## config.mk

```make
export PLATFORM = sky130hd
export DESIGN_NAME = pipe_ctrl
export DESIGN_NICKNAME = d
export VERILOG_FILES = /design/src/rtl/pipe_ctrl.sv
export SDC_FILE = /design/constraint.sdc
export NUM_CORES = 1
export LEC_CHECK = 0
export ABC_AREA = 1
export CAP_MARGIN = 10
export CORE_MARGIN = 1.5
export CORE_UTILIZATION = 45
export CTS_CLUSTER_SIZE = 30
export DETAILED_ROUTE_END_ITERATION = 16
export PLACE_DENSITY = 0.77
export SYNTH_ARGS = -nofsm -noshare
export SYNTH_HDL_FRONTEND = slang
export SYNTH_SLANG_ARGS = --single-unit
```

## constraint.sdc

```tcl
create_clock -name clk -period 4.5 [get_ports clk]
set_input_delay 0.45 -clock clk [delete_from_list [all_inputs] [get_ports clk]]
set_output_delay 0.45 -clock clk [all_outputs]
set_load 0.01 [all_outputs]
```

## src/rtl/pipe_ctrl.sv

```systemverilog
// Pipeline control unit: thermometer stall vector, registered multi-cycle flush
// with redirect PC, stall watchdog and wrapping performance counters.
module pipe_ctrl #(
    parameter int NSTAGE     = 6,
    parameter int PC_W       = 32,
    parameter int FLUSH_LEN  = 1,
    parameter int WDOG_LIMIT = 255,
    parameter int CNT_W      = 32
) (
    input  logic              clk,
    input  logic              rst,
    input  logic [NSTAGE-1:0] stallreq,
    input  logic              flushreq,
    input  logic [PC_W-1:0]   flush_pc_i,
    input  logic              clr_cnt,
    output logic [NSTAGE-1:0] stall,
    output logic              flush,
    output logic [PC_W-1:0]   new_pc,
    output logic [CNT_W-1:0]  stall_cycles,
    output logic [CNT_W-1:0]  flush_events,
    output logic              wdog_timeout
);

    localparam int FC_W = $clog2(FLUSH_LEN + 1);
    localparam int WD_W = $clog2(WDOG_LIMIT + 1);
    localparam logic [FC_W-1:0] FC_LOAD = FC_W'(FLUSH_LEN);
    localparam logic [WD_W-1:0] WD_MAX  = WD_W'(WDOG_LIMIT);

    logic [FC_W-1:0]   flush_cnt;
    logic [WD_W-1:0]   wdog_cnt;
    logic [NSTAGE-1:0] therm;

    // A stage stalls whenever it or any later stage requests a stall.
    always_comb begin
        therm = '0;
        for (int k = 0; k < NSTAGE; k++) begin
            therm[k] = |(stallreq >> k);
        end
    end

    assign flush = (flush_cnt != '0);
    assign stall = (rst || flush) ? '0 : therm;

    always_ff @(posedge clk or posedge rst) begin
        if (rst) begin
            flush_cnt <= '0;
            new_pc    <= '0;
        end else if (flushreq) begin
            flush_cnt <= FC_LOAD;
            new_pc    <= flush_pc_i;
        end else if (flush) begin
            flush_cnt <= flush_cnt - FC_W'(1);
        end
    end

    always_ff @(posedge clk or posedge rst) begin
        if (rst) begin
            stall_cycles <= '0;
            flush_events <= '0;
        end else if (clr_cnt) begin
            stall_cycles <= '0;
            flush_events <= '0;
        end else begin
            if (stall[0]) begin
                stall_cycles <= stall_cycles + CNT_W'(1);
            end
            if (flushreq) begin
                flush_events <= flush_events + CNT_W'(1);
            end
        end
    end

    // Counter saturates at the limit; the flag is raised on the edge that reaches it.
    always_ff @(posedge clk or posedge rst) begin
        if (rst) begin
            wdog_cnt     <= '0;
            wdog_timeout <= 1'b0;
        end else if (clr_cnt) begin
            wdog_cnt     <= '0;
            wdog_timeout <= 1'b0;
        end else if (stall != '0) begin
            if (wdog_cnt != WD_MAX) begin
                wdog_cnt <= wdog_cnt + WD_W'(1);
            end
            if (wdog_cnt == WD_MAX - WD_W'(1)) begin
                wdog_timeout <= 1'b1;
            end
        end else begin
            wdog_cnt <= '0;
        end
    end

endmodule

```

Yosys cells after proc, flatten, opt, wreduce, memory -nomap -nowiden. Index checks and enable logic that the tools add are counted.

Register bits after elaboration: 106. Output and inout port bits: 104.

Add/sub/neg operators: 4. Equality and inequality tests: 3. Muxes and demuxes: 13. Reduce and logical (&&, ||, !) cells: 12.

Operators by type and width (count): $mux W32 (4); $add A32 B1 Y32 const B (2); $mux W8 (3); $add A8 B1 Y8 const B (1); $eq A8 B8 Y1 const B (1); $ne A8 B8 Y1 const B (1); $reduce_bool A2 Y1 (4); $mux W6 (1); $reduce_bool A6 Y1 (1); $reduce_or A6 Y1 (1); $mux W1 (5); $reduce_or A5 Y1 (1); $reduce_or A4 Y1 (1); $ne A3 B2 Y1 const B (1); $reduce_or A3 Y1 (1); $reduce_and A2 Y1 (1); $reduce_or A2 Y1 (1); $logic_or A1 B1 Y1 (1); $sub A1 B1 Y1 const B (1).

Longest topological paths before layout. Gate-level depths: netlist of the first run.

Depth after elaboration: 5. Gate-level depth with buffers: 10. Mapped depth without buffers: 10.

Worst setup path after synthesis of the first run. Ideal clock, no wire load.

Path type: input -> output. From: in rst. To: out stall[1]. Arrival time: 1.209 ns. Required time: 4.050 ns. Setup slack: 2.841 ns. Cell stages on the path: 4. Path through: nor2_1 inv_1 a21oi_1 a21o_1.

Longest elaborated chain between the ends: 2.

RTL lines: from (decl) (RTL line 11) `input logic rst,`; $logic_or A1 B1 Y1 (RTL line 42) `assign stall = (rst || flush) ? '0 : therm;`; $mux W6 (RTL line 42); to (decl) (RTL line 16) `output logic [NSTAGE-1:0] stall,`.

No other way between the ends.

Final worst setup path of the first run.
From: in rst. To: out stall[0].

The elaborated chain is that of the path after synthesis.

==> flow_summary.json, run 1 <==
{
  "gp_congestion": 0.849,
  "cpMaxStageDelayCell": "clkdlybuf4s50_1",
  "worst_skew_pair.late_latency_ns": 0.35,
  "worst_r2r_endpoint": "stall_cycles[17]",
  "rsz0062_at_grt": "no",
  "cts_made_buffers": 9,
  "reg2reg_depth": 8,
  "switching_share_pct": 25.2,
  "dieWidth_um": 114,
  "grt_max_degree": 55,
  "max_cap_violations": 0,
  "nNetsFinal": 977,
  "synthDistinctLibCells": 38,
  "grt_use_total_pct": 23.2,
  "period_needed_ns": 2.72,
  "p_sw_mw": 0.500,
  "setup_viol": 0,
  "grt_pass1_vias": 5089,
  "async_flop_share_pct": 100,
  "ys_ff_latch": 106,
  "rows": 40,
  "die_y_um": 114,
  "drc": 0,
  "cp_num_cells": 5,
  "io_pins": 146,
  "dieArea_mm2": 0.0131,
  "power_frac_comb_pct": 10.6,
  "clk_pin_slew_ns": 0.07,
  "synth_area_per_cell_um2": 7.09,
  "postCtsHoldBufs": 0,
  "cp-endpoint": "stall[0]",
  "regToRegSetupSlack_ns": 2.76,
  "antenna_cells": 0,
  "fin_util_pct": 62.0,
  "cts_setup_buffers": 0,
  "setup_tns_ns": 0,
  "ir_worst_vdd_v": 0.000156,
  "path_cells": "clkdlybuf4s50_1 -> nor2_1 -> nand2_2 -> inv_4 -> clkdlybuf4s50_1",
  "port_buffers": 145,
  "p_per_area_mw_per_mm2": 265,
  "cp_max_fo": 16,
  "synth_area_mm2": 0.00559,
  "tightest_slew_ns": 0.699,
  "grt_antenna_before_repair": 0,
  "holdCritPathClass": "register to register",
  "tritoncts": "yes",
  "drive_above_1_share_pct": 4.17,
  "area_delta_synth_final_pct": 33.8,
  "htree_num_levels": 3,
  "criticalPathCategory": "primary input to output pin",
  "clockBufferDepth": 2,
  "syn_nets": 834,
  "cts-root-buf": "clkbuf_16",
  "antenna_left": 0,
  "overflow": 0,
  "crit_buf_inv": 3,
  "vias": 5384,
  "crit_arrival_ns": 2.27,
  "status": "finished, final reports clean",
  "crit_family": "buffers and inverters",
  "ys.warnings.count": 0,
  "dp_hpwl_um": 10300,
  "pwr-share-clk_pct": 39.0,
  "vias_per_cell": 4.88,
  "cts-resized-gates": 0,
  "worst_ep_required_time_ns": 4.05,
  "crit_top_cell": "clkdlybuf4s50_1",
  "finalClockSkew_ns": 0.00856,
  "grt_first_pass_wirelength_um": 24000,
  "cts_num_sinks": 106,
  "fmax_ghz": 0.367,
  "p_seq_share_pct": 50.4,
  "post_drt_wl_per_cell_um": 12.9,
  "nFillCells": 1109,
  "final_max_slew_viol_count": 0,
  "p_int_mw": 1.48,
  "hold_viol": 0,
  "synth_edf_count": 0,
  "cp_slowest_stage_delay_ns": 0.56,
  "whs_path_depth": 2,
  "dr.pass1.iters": 5,
  "start_kind": "primary input",
  "relSlewSlack_pct": 53.3,
  "cp-startpoint": "rst",
  "core_area_mm2": 0.0121,
  "totalWireLength_um": 14300,
  "syn_inst": 788,
  "initial_utilization_pct": 46.3,
  "ys_seq_area_share_pct": 47.5,
  "drt_iter0_drc": 298,
  "ys.flop_type": "dfrtp_1",
  "end_kind": "output pin",
  "period_share_pct": 60.5,
  "p_leak_nw": 3.33,
  "rr_startpoint": "flush"
}
-- synth_stat cells (4+ instances only) --
library cell	count	share of area [%]
nand2_1	276	19
nor2_1	153	10
dfrtp_1	106	47
inv_1	73	4.9
nand3_1	48	4.3
a21oi_1	27	2.4
o21ai_0	19	1.7
nand4_1	15	1.7
nor3_1	8	0.72
clkbuf_1	7	0.47
a31oi_1	5	0.56
a211oi_1	4	0.54
buf_1	4	0.27
ha_1	4	0.90
inv_2	4	0.27
-- final cells by class --
type                    instances  area [µm²]  share of cell area (%)
clock buffers                  10         239                    3.20
clock inverters                 6        47.5                   0.636
inverters                      78         298                    3.98
multi-input cells             587        2550                    34.1
flip-flops and latches        106        2650                    35.5
well taps                     168         210                    2.81
repair buffers                149        1480                    19.8
-- layout by cell type, fill, tap and decap left out, types with 3 or more instances in the layout --
master           instances
a31oi_1                  5
nand2_2                  3
a21oi_1                 27
dfrtp_1                106
o21ai_0                 19
nor2_2                   3
clkdlybuf4s50_1        145
nand3_1                 48
inv_6                    3
inv_1                   71
nand4_1                 15
inv_2                    5
buf_4                    4
nor3_1                   8
ha_1                     4
clkbuf_16                9
a211oi_1                 4
nor2_1                 153
nand2_1                276
nor2_4                   3
-- worst min-delay path by stage --
stage | start | to
after floorplan | wdog_cnt[2] | wdog_cnt[2]
after global placement | new_pc[2] | new_pc[2]
after CTS | new_pc[20] | new_pc[20]
after detailed placement | new_pc[20] | new_pc[20]
final | new_pc[20] | new_pc[20]
after global routing | new_pc[6] | new_pc[6]
-- worst register-to-register path: stages (launching register included) --
cell and delay, ns:
dfrtp_1 0.41, nor2_1 0.35, nand2_2 0.24, inv_4 0.21, nand2_1 0.13, nor2_1 0.14
nand2_1 0.06, nand2_1 0.06, nor2_1 0.04
-- power groups by stage --
stage / Sequential [mW] / Combinational (mW) / Clock, mW
floorplan: 1.03 / 0.0776 / 0
global placement: 1.02 / 0.212 / 0
detailed placement: 1.02 / 0.214 / 0
CTS: 0.999 / 0.214 / 0.793
global route: 1.00 / 0.233 / 0.839
finish: 0.999 / 0.211 / 0.773
-- stage by stage --
step           instances  cell area [µm²]  hold WS, ns  worst slack, ns  power [mW]
2_1_floorplan        788             5590        0.471             1.26        1.11
3_3_place_gp        1088             7190        0.453             1.80        1.23
3_5_place_dp        1088             7190        0.457             1.75        1.23
4_1_cts             1104             7470        0.475             1.78        2.01
5_1_grt             1104             7470        0.489             1.69        2.08
6_report            1104             7470        0.470             1.78        1.98
-- kinds of logic after synthesis --
kind of cell	count (synthesis)	synth area share [%]
adders and majority gates	4	0.896
xor gates and xnor gates	1	0.157
and+or+nand+nor	520	38.5
AOI/OAI and AO/OA	62	6.07
buffers and inverters	95	6.92
DFF	106	47.5
-- sequential cells by signal, indices dropped and copies added (netlist names) --
register      count
wdog_cnt          8
flush_events     32
flush             1
stall_cycles     32
wdog_timeout      1
new_pc           32
-- metal layers --
metal | share of wire, % | track usage [%]
met2 | 46 | 37.7
met5 | 0 | 0
met4 | 1.7 | 8.58
met3 | 6.7 | 5.61
met1 | 46 | 30.2
Note: power is estimated with default switching activity, not from simulation.
==> inputs of run 2 (changes only) <==
--- a/config.mk
+++ b/config.mk
@@ -11,7 +11,7 @@
 export CORE_UTILIZATION = 45
 export CTS_CLUSTER_SIZE = 30
 export DETAILED_ROUTE_END_ITERATION = 16
-export PLACE_DENSITY = 0.77
+export PLACE_DENSITY = 0.8
 export SYNTH_ARGS = -nofsm -noshare
 export SYNTH_HDL_FRONTEND = slang
 export SYNTH_SLANG_ARGS = --single-unit
==> constraint.sdc (replaced) <==
create_clock -name clk -period 2.2 [get_ports clk]
set_input_delay 0.22 -clock clk [delete_from_list [all_inputs] [get_ports clk]]
set_output_delay 0.22 -clock clk [all_outputs]
set_load 0.01 [all_outputs]
==> run 2 against run 1 <==
Critical path depth did not move; clock power rose by 130%; worst hold slack got worse by 0.25 ns; clock-buffer cell count fell by 1; global-route usage rose by 0.17 points; register-to-register slack got worse by 2.3 ns; final cell count rose by 0.82%; non-clock buffer count rose by 9; core utilization rose by 1.1 points; critical path type is now register to output pin.
==> flow_summary.json, run 2 (synthesis gave the netlist of run 1 again) <==
{
  "p_seq_share_pct": 47.8,
  "die_y_um": 114,
  "grt_antenna_before_repair": 0,
  "rsz0062_at_grt": "no",
  "drt_iter0_drc": 372,
  "vias": 5505,
  "nNetsFinal": 986,
  "drive_above_1_share_pct": 5.08,
  "holdCritPathClass": "primary input to async pin",
  "setup_viol": 0,
  "pwr-share-clk_pct": 41.6,
  "cts_setup_buffers": 0,
  "dieArea_mm2": 0.0131,
  "crit_arrival_ns": 1.75,
  "placed_area_mm2": 0.00728,
  "htree_num_levels": 3,
  "setup_tns_ns": 0,
  "hold_viol": 0,
  "drc": 0,
  "clk_pin_slew_ns": 0.07,
  "dp_hpwl_um": 10700,
  "cts-root-buf": "clkbuf_16",
  "final_max_slew_viol_count": 0,
  "grt_pass1_vias": 5273,
  "clockBufferDepth": 2,
  "totalWireLength_um": 14400,
  "antenna_left": 0,
  "initial_utilization_pct": 46.3,
  "area_delta_synth_final_pct": 36.2,
  "start_kind": "register",
  "p_leak_nw": 3.40,
  "cts_num_sinks": 106,
  "grt_use_total_pct": 23.4,
  "final_cell_area_mm2": 0.00761,
  "period_needed_ns": 1.97,
  "tritoncts": "yes",
  "dieWidth_um": 114,
  "crit_buf_inv": 2,
  "p_sw_mw": 1.03,
  "postCtsHoldBufs": 0,
  "cp_slowest_stage_delay_ns": 0.52,
  "grt_first_pass_wirelength_um": 24400,
  "crit_family": "buffers and inverters",
  "cp_max_fo": 4,
  "switching_share_pct": 24.0,
  "nFillCells": 1059,
  "grt_max_degree": 57,
  "period_share_pct": 89.4,
  "reg_top3": "flush_events x32, new_pc x32, stall_cycles x32",
  "cpMaxStageDelayCell": "clkdlybuf4s50_1",
  "criticalPathCategory": "register to output pin",
  "worst_ep_required_time_ns": 1.98,
  "overflow": 0,
  "antenna_cells": 0,
  "end_kind": "output pin",
  "tightest_slew_ns": 0.346,
  "cts_made_buffers": 9,
  "relSlewSlack_pct": 76.9,
  "max_cap_violations": 0,
  "finalClockSkew_ns": 0.00865,
  "rows": 40,
  "core_area_mm2": 0.0121,
  "final_common_cell": "nand2_1",
  "dr.pass1.iters": 4,
  "gp_congestion": 0.863,
  "port_buffers": 145,
  "p_int_mw": 3.24,
  "path_cells": "nor2_1 -> inv_1 -> a21oi_1 -> a21o_1 -> clkdlybuf4s50_1",
  "io_pins": 146,
  "post_drt_wl_per_cell_um": 12.9,
  "cts-resized-gates": 0,
  "power_frac_comb_pct": 10.5,
  "vias_per_cell": 4.95,
  "fmax_ghz": 0.508,
  "layout_common_cells": "276 x nand2_1, 153 x nor2_1, 145 x clkdlybuf4s50_1",
  "ir_worst_vdd_v": 0.000385,
  "worst_skew_pair.late_latency_ns": 0.36,
  "p_per_area_mw_per_mm2": 561,
  "status": "finished, final reports clean"
}
==> run 2: changes by cell type in the layout (fill, tap and decap cells not counted) <==
cell,delta
buf_12,+2
inv_6,-1
clkbuf_8,-1
clkinv_4,+1
buf_4,+7
bufinv_16,+2
inv_4,-1
==> run 2: layout make-up <==
cell class / count / area, µm² / area share, %
well taps: 168 / 210 / 2.76
inverters: 78 / 299 / 3.93
clock inverters: 7 / 100 / 1.32
repair buffers: 158 / 1570 / 20.7
multi-input cells: 587 / 2550 / 33.5
flip-flops and latches: 106 / 2650 / 34.9
clock buffers: 9 / 225 / 2.96
==> run 2: routing by layer <==
metal  part of all wire [%]  GRT usage (%)
met1                     44           30.3
met4                    2.5           9.50
met5                      0              0
met2                     46           37.7
met3                    7.1           5.72
==> run 2: final timing paths <==
path | start | endpoint | slack (ns) | cells after the start
min in group clk | flush_pc_i[15] | new_pc[15] | 0.40 | 3
max reg2reg | stall_cycles[1] | stall_cycles[16] | 0.50 | 8
min reg2reg | new_pc[12] | new_pc[12] | 0.48 | 2
max | flush | stall[1] | 0.23 | 5
min | rst | wdog_cnt[0] | 0.22 | 2
max in group asynchronous | rst | flush_events[30] | 1.38 | 3
==> run 2: through the flow <==
step / util, % / power [mW] / cells / setup WS [ns] / hold slack (ns)
finish: 63.1 / 4.27 / 1113 / 0.233 / 0.221
global route: 63.1 / 4.43 / 1113 / 0.144 / 0.255
CTS: 63.1 / 4.30 / 1113 / 0.225 / 0.232
detailed placement: 60.4 / 2.54 / 1097 / 0.273 / 0.459
global placement: 60.4 / 2.53 / 1097 / 0.287 / 0.455
floorplan: - / 2.27 / 788 / 0.706 / 0.251
==> run 2: power by group through the flow <==
stage | clock (mW) | sequential (mW) | combinational [mW]
5_1_grt | 1.88 | 2.05 | 0.497
2_1_floorplan | 0 | 2.11 | 0.159
6_report | 1.78 | 2.04 | 0.451
3_3_place_gp | 0 | 2.08 | 0.449
4_1_cts | 1.80 | 2.04 | 0.457
3_5_place_dp | 0 | 2.08 | 0.456
